**src/rtl/mem_arb_pkg.sv**
```systemverilog
// rtl/mem_arb_pkg.sv - shared encodings and defaults for the memory port arbiter
package mem_arb_pkg;

  localparam logic S_CPU = 1'b0;
  localparam logic S_EXT = 1'b1;

  localparam logic OWN_CPU = 1'b0;
  localparam logic OWN_EXT = 1'b1;

  localparam int DEF_STARVE_LIMIT = 8;
  localparam int DEF_MAX_BURST    = 4;

  function automatic logic is_read(input logic [3:0] wea);
    return (wea == 4'b0000);
  endfunction

endpackage

```
**src/rtl/arb_sat_counter.sv**
```systemverilog
// rtl/arb_sat_counter.sv - saturating up-counter with synchronous clear (clear wins)
module arb_sat_counter #(
  parameter int W   = 8,
  parameter int MAX = 255
) (
  input  logic         clk,
  input  logic         rst_n,
  input  logic         clr,
  input  logic         inc,
  output logic [W-1:0] cnt
);

  localparam logic [W-1:0] MAX_V = W'(MAX);

  logic [W-1:0] r_cnt;

  always_ff @(posedge clk) begin
    if (!rst_n) begin
      r_cnt <= '0;
    end else if (clr) begin
      r_cnt <= '0;
    end else if (inc && (r_cnt != MAX_V)) begin
      r_cnt <= r_cnt + W'(1);
    end
  end

  assign cnt = r_cnt;

endmodule

```
**src/rtl/mem_port_arbiter.sv**
```systemverilog
// rtl/mem_port_arbiter.sv - CPU-priority BRAM port arbiter with starvation guard and external bursts
// Optional MEM_ARB_STATS_EN adds stall_count / ext_beats counters.
module mem_port_arbiter
  import mem_arb_pkg::*;
#(
  parameter int ADDR_W       = 14,
  parameter int STARVE_LIMIT = DEF_STARVE_LIMIT,
  parameter int MAX_BURST    = DEF_MAX_BURST
) (
  input  logic              clk,
  input  logic              rst_n,
  input  logic              cpu_req,
  input  logic [ADDR_W-1:0] cpu_addr,
  input  logic [3:0]        cpu_wea,
  input  logic [31:0]       cpu_wdata,
  output logic              cpu_stall,
  output logic [31:0]       cpu_rdata,
  output logic              cpu_rvalid,
  input  logic              ext_req,
  input  logic              ext_lock,
  input  logic [ADDR_W-1:0] ext_addr,
  input  logic [3:0]        ext_wea,
  input  logic [31:0]       ext_wdata,
  output logic              ext_gnt,
  output logic [31:0]       ext_rdata,
  output logic              ext_rvalid,
  output logic              mem_en,
  output logic [ADDR_W-1:0] mem_addr,
  output logic [3:0]        mem_wea,
  output logic [31:0]       mem_wdata,
  input  logic [31:0]       mem_rdata
`ifdef MEM_ARB_STATS_EN
  ,
  output logic [31:0]       stall_count,
  output logic [31:0]       ext_beats
`endif
);

  localparam logic [7:0] STARVE_V   = 8'(STARVE_LIMIT);
  localparam logic [3:0] BURST_LAST = 4'(MAX_BURST - 2);
  localparam logic       BURST_EN   = (MAX_BURST > 1);

  logic       r_state;
  logic       r_owner_q;
  logic       r_rd_q;
  logic [7:0] w_starve_cnt;
  logic [3:0] w_burst_cnt;
  logic       w_cpu_win;
  logic       w_ext_win;
  logic       w_enter_ext;
  logic       w_leave_ext;

  // In S_EXT an idle external cycle hands the port straight back to the CPU.
  always_comb begin
    w_cpu_win = 1'b0;
    w_ext_win = 1'b0;
    if (r_state == S_EXT) begin
      if (ext_req) w_ext_win = 1'b1;
      else         w_cpu_win = cpu_req;
    end else begin
      if (ext_req && (!cpu_req || (w_starve_cnt == STARVE_V))) w_ext_win = 1'b1;
      else                                                     w_cpu_win = cpu_req;
    end
  end

  assign ext_gnt   = w_ext_win;
  assign cpu_stall = cpu_req & ~w_cpu_win;

  assign mem_en    = w_cpu_win | w_ext_win;
  assign mem_addr  = w_ext_win ? ext_addr  : cpu_addr;
  assign mem_wdata = w_ext_win ? ext_wdata : cpu_wdata;
  assign mem_wea   = w_ext_win ? ext_wea : (w_cpu_win ? cpu_wea : 4'b0000);

  assign w_enter_ext = (r_state == S_CPU) & w_ext_win & ext_lock & BURST_EN;
  assign w_leave_ext = (r_state == S_EXT) &
                       (~ext_req | ~ext_lock | (w_burst_cnt == BURST_LAST));

  always_ff @(posedge clk) begin
    if (!rst_n) begin
      r_state   <= S_CPU;
      r_owner_q <= OWN_CPU;
      r_rd_q    <= 1'b0;
    end else begin
      if (w_enter_ext)      r_state <= S_EXT;
      else if (w_leave_ext) r_state <= S_CPU;
      r_owner_q <= w_ext_win ? OWN_EXT : OWN_CPU;
      r_rd_q    <= mem_en & is_read(mem_wea);
    end
  end

  arb_sat_counter #(.W(8), .MAX(STARVE_LIMIT)) u_starve_cnt (
    .clk   (clk),
    .rst_n (rst_n),
    .clr   (~ext_req | w_ext_win),
    .inc   (ext_req & ~w_ext_win),
    .cnt   (w_starve_cnt)
  );

  arb_sat_counter #(.W(4), .MAX(MAX_BURST - 1)) u_burst_cnt (
    .clk   (clk),
    .rst_n (rst_n),
    .clr   (w_enter_ext),
    .inc   ((r_state == S_EXT) & w_ext_win),
    .cnt   (w_burst_cnt)
  );

  assign cpu_rdata  = mem_rdata;
  assign ext_rdata  = mem_rdata;
  assign cpu_rvalid = r_rd_q & (r_owner_q == OWN_CPU);
  assign ext_rvalid = r_rd_q & (r_owner_q == OWN_EXT);

`ifdef MEM_ARB_STATS_EN
  logic [31:0] r_stall_count;
  logic [31:0] r_ext_beats;

  always_ff @(posedge clk) begin
    if (!rst_n) begin
      r_stall_count <= '0;
      r_ext_beats   <= '0;
    end else begin
      if (cpu_stall) r_stall_count <= r_stall_count + 32'd1;
      if (w_ext_win) r_ext_beats   <= r_ext_beats + 32'd1;
    end
  end

  assign stall_count = r_stall_count;
  assign ext_beats   = r_ext_beats;
`endif

endmodule
```
**config.mk**
```make
export PLATFORM = sky130hd
export DESIGN_NAME = mem_port_arbiter
export DESIGN_NICKNAME = d
export VERILOG_FILES = /design/src/rtl/mem_arb_pkg.sv /design/src/rtl/arb_sat_counter.sv /design/src/rtl/mem_port_arbiter.sv
export SDC_FILE = /design/constraint.sdc
export NUM_CORES = 1
export LEC_CHECK = 0
export ABC_AREA = 1
export CAP_MARGIN = 40
export CELL_PAD_IN_SITES_DETAIL_PLACEMENT = 1
export CELL_PAD_IN_SITES_GLOBAL_PLACEMENT = 1
export CORE_UTILIZATION = 14
export CTS_CLUSTER_SIZE = 28
export DETAILED_ROUTE_END_ITERATION = 7
export HOLD_SLACK_MARGIN = 0.08
export PLACE_DENSITY_LB_ADDON = 0.08
export SLEW_MARGIN = 40
export SYNTH_ARGS = -nofsm -noshare
export SYNTH_HDL_FRONTEND = slang
export SYNTH_SLANG_ARGS = --single-unit
```
**constraint.sdc**
```tcl
create_clock -name clk -period 2.6 [get_ports clk]
set_clock_uncertainty 0.1 [all_clocks]
set_input_delay 0.65 -clock clk [delete_from_list [all_inputs] [get_ports clk]]
set_output_delay 0.65 -clock clk [all_outputs]
set_load 0.01 [all_outputs]
```
# Word-level counts from Yosys, hierarchy flattened
# Index checks and enable logic that the tools add are counted.
# Widths: inputs -> output; s select.
totals:
  regBits: 15
  input_bits: 137
  word_cells: 53
classes:
  addsub: 2
  n_eq_ne: 4
  mux: 13
  bitwise_logic: 20
  n_reduce_logical: 9
op_table:
  columns: ["op", "n"]
  rows:
  - ["$mux 32", 1]
  - ["$mux 14", 1]
  - ["$and 1x1->1", 9]
  - ["$mux 1", 9]
  - ["$add 8x1->8 const B", 1]
  - ["$eq 8x4->1 const B", 1]
  - ["$mux 4", 2]
  - ["$ne 8x4->1 const B", 1]
  - ["$not 1->1", 7]
  - ["$add 4x1->4 const B", 1]
  - ["$eq 4x2->1 const B", 1]
  - ["$logic_not 4->1", 1]
  - ["$ne 4x2->1 const B", 1]
  - ["$or 1x1->1", 4]
  - ["$reduce_or 2->1", 2]
  - ["$logic_and 1x1->1", 3]
  - ["$reduce_bool 2->1", 1]
  - ["$logic_not 1->1", 1]
  - ["$logic_or 1x1->1", 1]

# Depth between registers and ports, before layout
logic_depth:
  depth_word: 9
  ltp_mapped: 11
  mapped_depth_nobuf: 11

# Modules after synthesis
# A second synthesis with hierarchy kept.
unflattened:
  cells_unflattened: 378
  hier_area_um2: 2084.5
by_module_without_submodules:
  columns: ["module", "instances", "cells_per_inst", "area_per_inst_um2", "seq_area_each_um2"]
  rows:
  - ["mem_port_arbiter", 1, 273, 1383.8, 60.1]
  - ["arb_sat_counter (u_starve_cnt)", 1, 74, 485.5, 160.2]
  - ["arb_sat_counter (u_burst_cnt)", 1, 31, 215.2, 80.1]

# Worst setup path after synthesis
# OpenSTA, ideal clock, no wires.
synth_path:
  path_type: "input to output"
  startpoint: "input cpu_req"
  endpoint: "output mem_wdata[23]"
  arrival_time_ps: 1430
  t_required_ps: 1850
  path_slack_ps: 420
  path_stages: 7
  path_cell_list: "inv_1 nor2_1 o21ai_2 nand2_4 clkbuf_1 nand2_1 nand2_1"
synth_between:
  elab_chain_cells: 6
synth_lines:
  columns: ["element", "line", "rtl"]
  rows:
  - ["from (decl)", "mem_port_arbiter.sv:12", "input logic cpu_req,"]
  - ["$logic_not 1->1", "mem_port_arbiter.sv:61", "if (ext_req && (!cpu_req || (w_starve_cnt == STARVE_V))) w_ext_win = 1'b1;"]
  - ["$logic_or 1x1->1", "mem_port_arbiter.sv:61", null]
  - ["$logic_and 1x1->1", "mem_port_arbiter.sv:61", null]
  - ["$mux 1", "mem_port_arbiter.sv:61", null]
  - ["$mux 1", "mem_port_arbiter.sv:57", "if (r_state == S_EXT) begin"]
  - ["$mux 32", "mem_port_arbiter.sv:71", "assign mem_wdata = w_ext_win ? ext_wdata : cpu_wdata;"]
  - ["to (decl)", "mem_port_arbiter.sv:30", "output logic [31:0] mem_wdata,"]
# No other way between the ends.

# Worst setup path after layout
layout_path:
  startpoint: "register u_starve_cnt.r_cnt[1], in the netlist u_starve_cnt.cnt[1]"
  endpoint: "output mem_wdata[23]"
layout_between:
  elab_chain_cells: 6
layout_lines:
  columns: ["element", "line", "rtl"]
  rows:
  - ["from (decl)", "arb_sat_counter.sv:15", "logic [W-1:0] r_cnt;"]
  - ["from (signal assigned)", "arb_sat_counter.sv:23", "r_cnt <= r_cnt + W'(1);"]
  - ["$eq 8x4->1", "mem_port_arbiter.sv:61", null]
  - ["$logic_or 1x1->1", "mem_port_arbiter.sv:61", null]
  - ["$logic_and 1x1->1", "mem_port_arbiter.sv:61", null]
  - ["$mux 1", "mem_port_arbiter.sv:61", null]
  - ["$mux 1", "mem_port_arbiter.sv:57", null]
  - ["$mux 32", "mem_port_arbiter.sv:71", null]
# No other way between the ends.

==> impl_metrics.yaml <==
global_route:
  grt_pass1_wl_mm: 14.6
  grt_usage_pct: 13.7
  grt_max_degree: 13
  overflow: 0
  grt_pass1_vias: 2417
  antenna_found_initial: 0
route:
  drtIter0Drc: 66
  wire_per_inst_um: 15.0
  drt-pass1-iter-count: 4
  drt-vias-per-instance: 3.75
  drc_errors: 0
  drtAntennaViolNets: 0
  routed_wl_mm: 9.57
  vias: 2383
cts:
  ctsHoldBuffers: 0
  clock_latency_ns: 0.25
  cts_root_buf: "clkbuf_16"
  cts_tree: "yes"
  cts_max_level: 1
  clk_pin_slew_ns: 0.05
  clkSinkCount: 15
  cts_buffers: 3
  ctsLongestPathBuffers: 2
synthesis:
  synthTopCellsByArea: "nand2_1 (33%), buf_4 (26%), dfxtp_1 (16%), nor2_1 (3.8%), inv_1 (3.2%)"
  syn_inst: 327
  synth-compound-area-share_pct: 2.35
  synthFlopType: "dfxtp_1"
  synth.most_common_cell: "nand2_1"
  yosys.area_share.simple_pct: 43.4
  synth-edff-count: 0
  synth_top_cell_by_area: "nand2_1"
  async_flop_share_pct: 0
  synth_adder_area_share_pct: 2.68
  yosysWarnings: 0
  synth_seq_cells: 15
  synth.distinct_cells: 24
  synth_area_per_cell_um2: 5.71
  ys_seq_area_share_pct: 16.1
  synth_top_family_by_area: "simple AND/OR/NAND/NOR gates"
  syn-cell-area_um2: 1870
  synth_top_area_share_pct: 32.6
  synth_common_cells: "nand2_1 (162), buf_4 (64), nor2_1 (19)"
  syn_nets: 468
  yosys.area_share.xor_xnor_pct: 2.35
  synthMuxAreaShare_pct: 0
critical_path:
  worstPathArrival_ns: 1.79
  critPathMaxFanout: 5
  worst-setup-path-type: "register to output pin"
  crit_chain: "inv_2 > ha_4 > nand3_4 > o21ai_4 > nand2_4 > buf_12 > clkinv_16 > buf_12 > buf_16 > nand2_1 > nand2_1 > buf_2"
  worstPathRequired_ns: 1.85
  critPathLaunchType: "register"
  slowest_delay_ns: 0.32
  endpoint_kind: "output pin"
  cp_slowest_cell: "dfxtp_2"
floorplan:
  dieWidth_um: 117
  die_h_um: 117
  fp-row-count: 41
  io_pins: 256
  coreArea_um2: 12800
  initial_core_util_pct: 14.6
  dieArea_um2: 13800
power:
  switching_power_mw: 0.338
  p_int_mw: 0.774
  p_sw_share_pct: 30.4
  seqPwrFrac_pct: 21.3
  pwr-share-comb_pct: 51.2
  leakage_nw: 1.79
  peakVddDrop_mv: 0.152
  cellPowerDensity_nw_per_um2: 296
  clkPwrFrac_pct: 27.4
  fin_total_pwr_mw: 1.11
timing:
  worstMarginPinSlew_ns: 0.283
  setup_violations: 0
  period_needed_ns: 2.54
  fmax_mhz: 394
  slew_headroom_pct: 81.0
  fin_crit_sh_pct: 97.5
  rsz0062_at_grt: "true"
  finalMaxSlewViolations: 0
  hold_viol_final: 0
  fin_tns_setup_ns: 0
status:
  run_status: "completed"
final_layout:
  final_nets: 606
  syn2layout_area_growth_pct: 101
  fillers: 1599
  drive_above_1_share_pct: 32.1
  antenna-diode-count: 0
placement:
  port_buffers: 159
  gp_congestion: 0.750
  dp_hpwl_mm: 7.23
run:
  cap_violations: 0
hold_path:
  hold_class: "register to register"
[area by class of cell]
class,instances,area [µm²],area share (%)
inverters,18,93.8,2.50
flip-flops and latches,15,303,8.06
repair inverters,1,16.3,0.433
repair buffers,206,1970,52.4
clock buffers,3,75.1,2.00
clock inverters,1,5.00,0.133
well taps,172,215,5.73
multi-input cells,220,1080,28.8
[registers in the layout, summed over array words and instances (netlist names)]
| signal | count |
|---|---|
| r_owner_q | 1 |
| u_starve_cnt.cnt | 8 |
| u_burst_cnt.cnt | 4 |
| r_rd_q | 1 |
| r_state | 1 |
[repair_timing]
item,CTS,global route
hold endpoints to repair,0,0
gates resized for setup,264,40
pin swaps,7,15
endpoints found under the setup margin,53,55
setup buffers,17,3
cloned,6,2
[power groups by stage]
| stage | Clock (mW) | Combinational, mW | Sequential [mW] |
|---|---|---|---|
| after detailed placement | 0 | 0.519 | 0.241 |
| after global routing | 0.329 | 0.616 | 0.237 |
| after floorplan | 0 | 0.256 | 0.241 |
| after global placement | 0 | 0.516 | 0.241 |
| after CTS | 0.316 | 0.553 | 0.237 |
| final | 0.305 | 0.569 | 0.237 |
[per-stage QoR]
step | instances | worst slack [ns] | hold slack, ns | utilization (%) | instance area [µm²]
after floorplan | 327 | 0.420 | 0.317 | - | 1870
after global placement | 607 | -0.598 | 0.399 | 25.9 | 3320
after detailed placement | 607 | -0.607 | 0.408 | 25.9 | 3320
after CTS | 634 | -0.0378 | 0.419 | 28.2 | 3620
after global routing | 636 | -0.0556 | 0.431 | 29.3 | 3760
final | 636 | 0.0647 | 0.403 | 29.3 | 3760
[per-layer routing]
layer,share of wire (%),global-route usage [%],up-vias
li1,-,-,1202
met1,41,16.1,1050
met2,51,24.6,111
met3,7.5,3.97,20
met4,0.82,2.48,0
met5,0,0,-
[cells in the final DEF (no fill, tap or decap), types with 2 or more instances in the layout]
master	n
inv_2	4
clkbuf_2	2
dfxtp_1	13
inv_1	13
nor3_1	4
dfxtp_2	2
nand2_2	24
buf_16	5
clkbuf_16	4
nand3_1	9
nand2_1	135
ha_1	3
buf_6	17
xnor2_1	2
buf_4	29
a21oi_1	5
clkdlybuf4s50_1	104
nand2_4	5
buf_2	40
nor2_1	18
buf_12	6
xor2_1	3
[path summary, 6_finish.rpt]
| path | start | to | slack, ns | cells after the start |
|---|---|---|---|---|
| setup reg to reg | u_starve_cnt.cnt[1]$_SDFFE_PP0P_ | u_starve_cnt.cnt[5]$_SDFFE_PP0P_ | 0.13 | 15 |
| setup / recovery | u_starve_cnt.cnt[1]$_SDFFE_PP0P_ | mem_wdata[23] | 0.06 | 12 |
| hold reg to reg | u_starve_cnt.cnt[0]$_SDFFE_PP0P_ | u_starve_cnt.cnt[0]$_SDFFE_PP0P_ | 0.40 | 2 |
| hold / removal | u_starve_cnt.cnt[0]$_SDFFE_PP0P_ | u_starve_cnt.cnt[0]$_SDFFE_PP0P_ | 0.40 | 2 |
[critical path, delay by kind of cell, from the launching register on]
kind	cells	cell delay (ns)
buffers and inverters	6	0.61
DFF	1	0.32
and+or+nand+nor	4	0.27
AOI/OAI and AO/OA	1	0.18
adders and majority gates	1	0.14
[cells by family (layout without fill, tap and decap cells)]
logic type,Yosys count,in the layout
AOI/OAI and AO/OA,8,8
and+or+nand+nor,203,203
DFF,15,15
adders and majority gates,4,4
xor gates and xnor gates,5,5
buffers and inverters,92,229
Note: power is estimated with default switching activity, not from simulation.
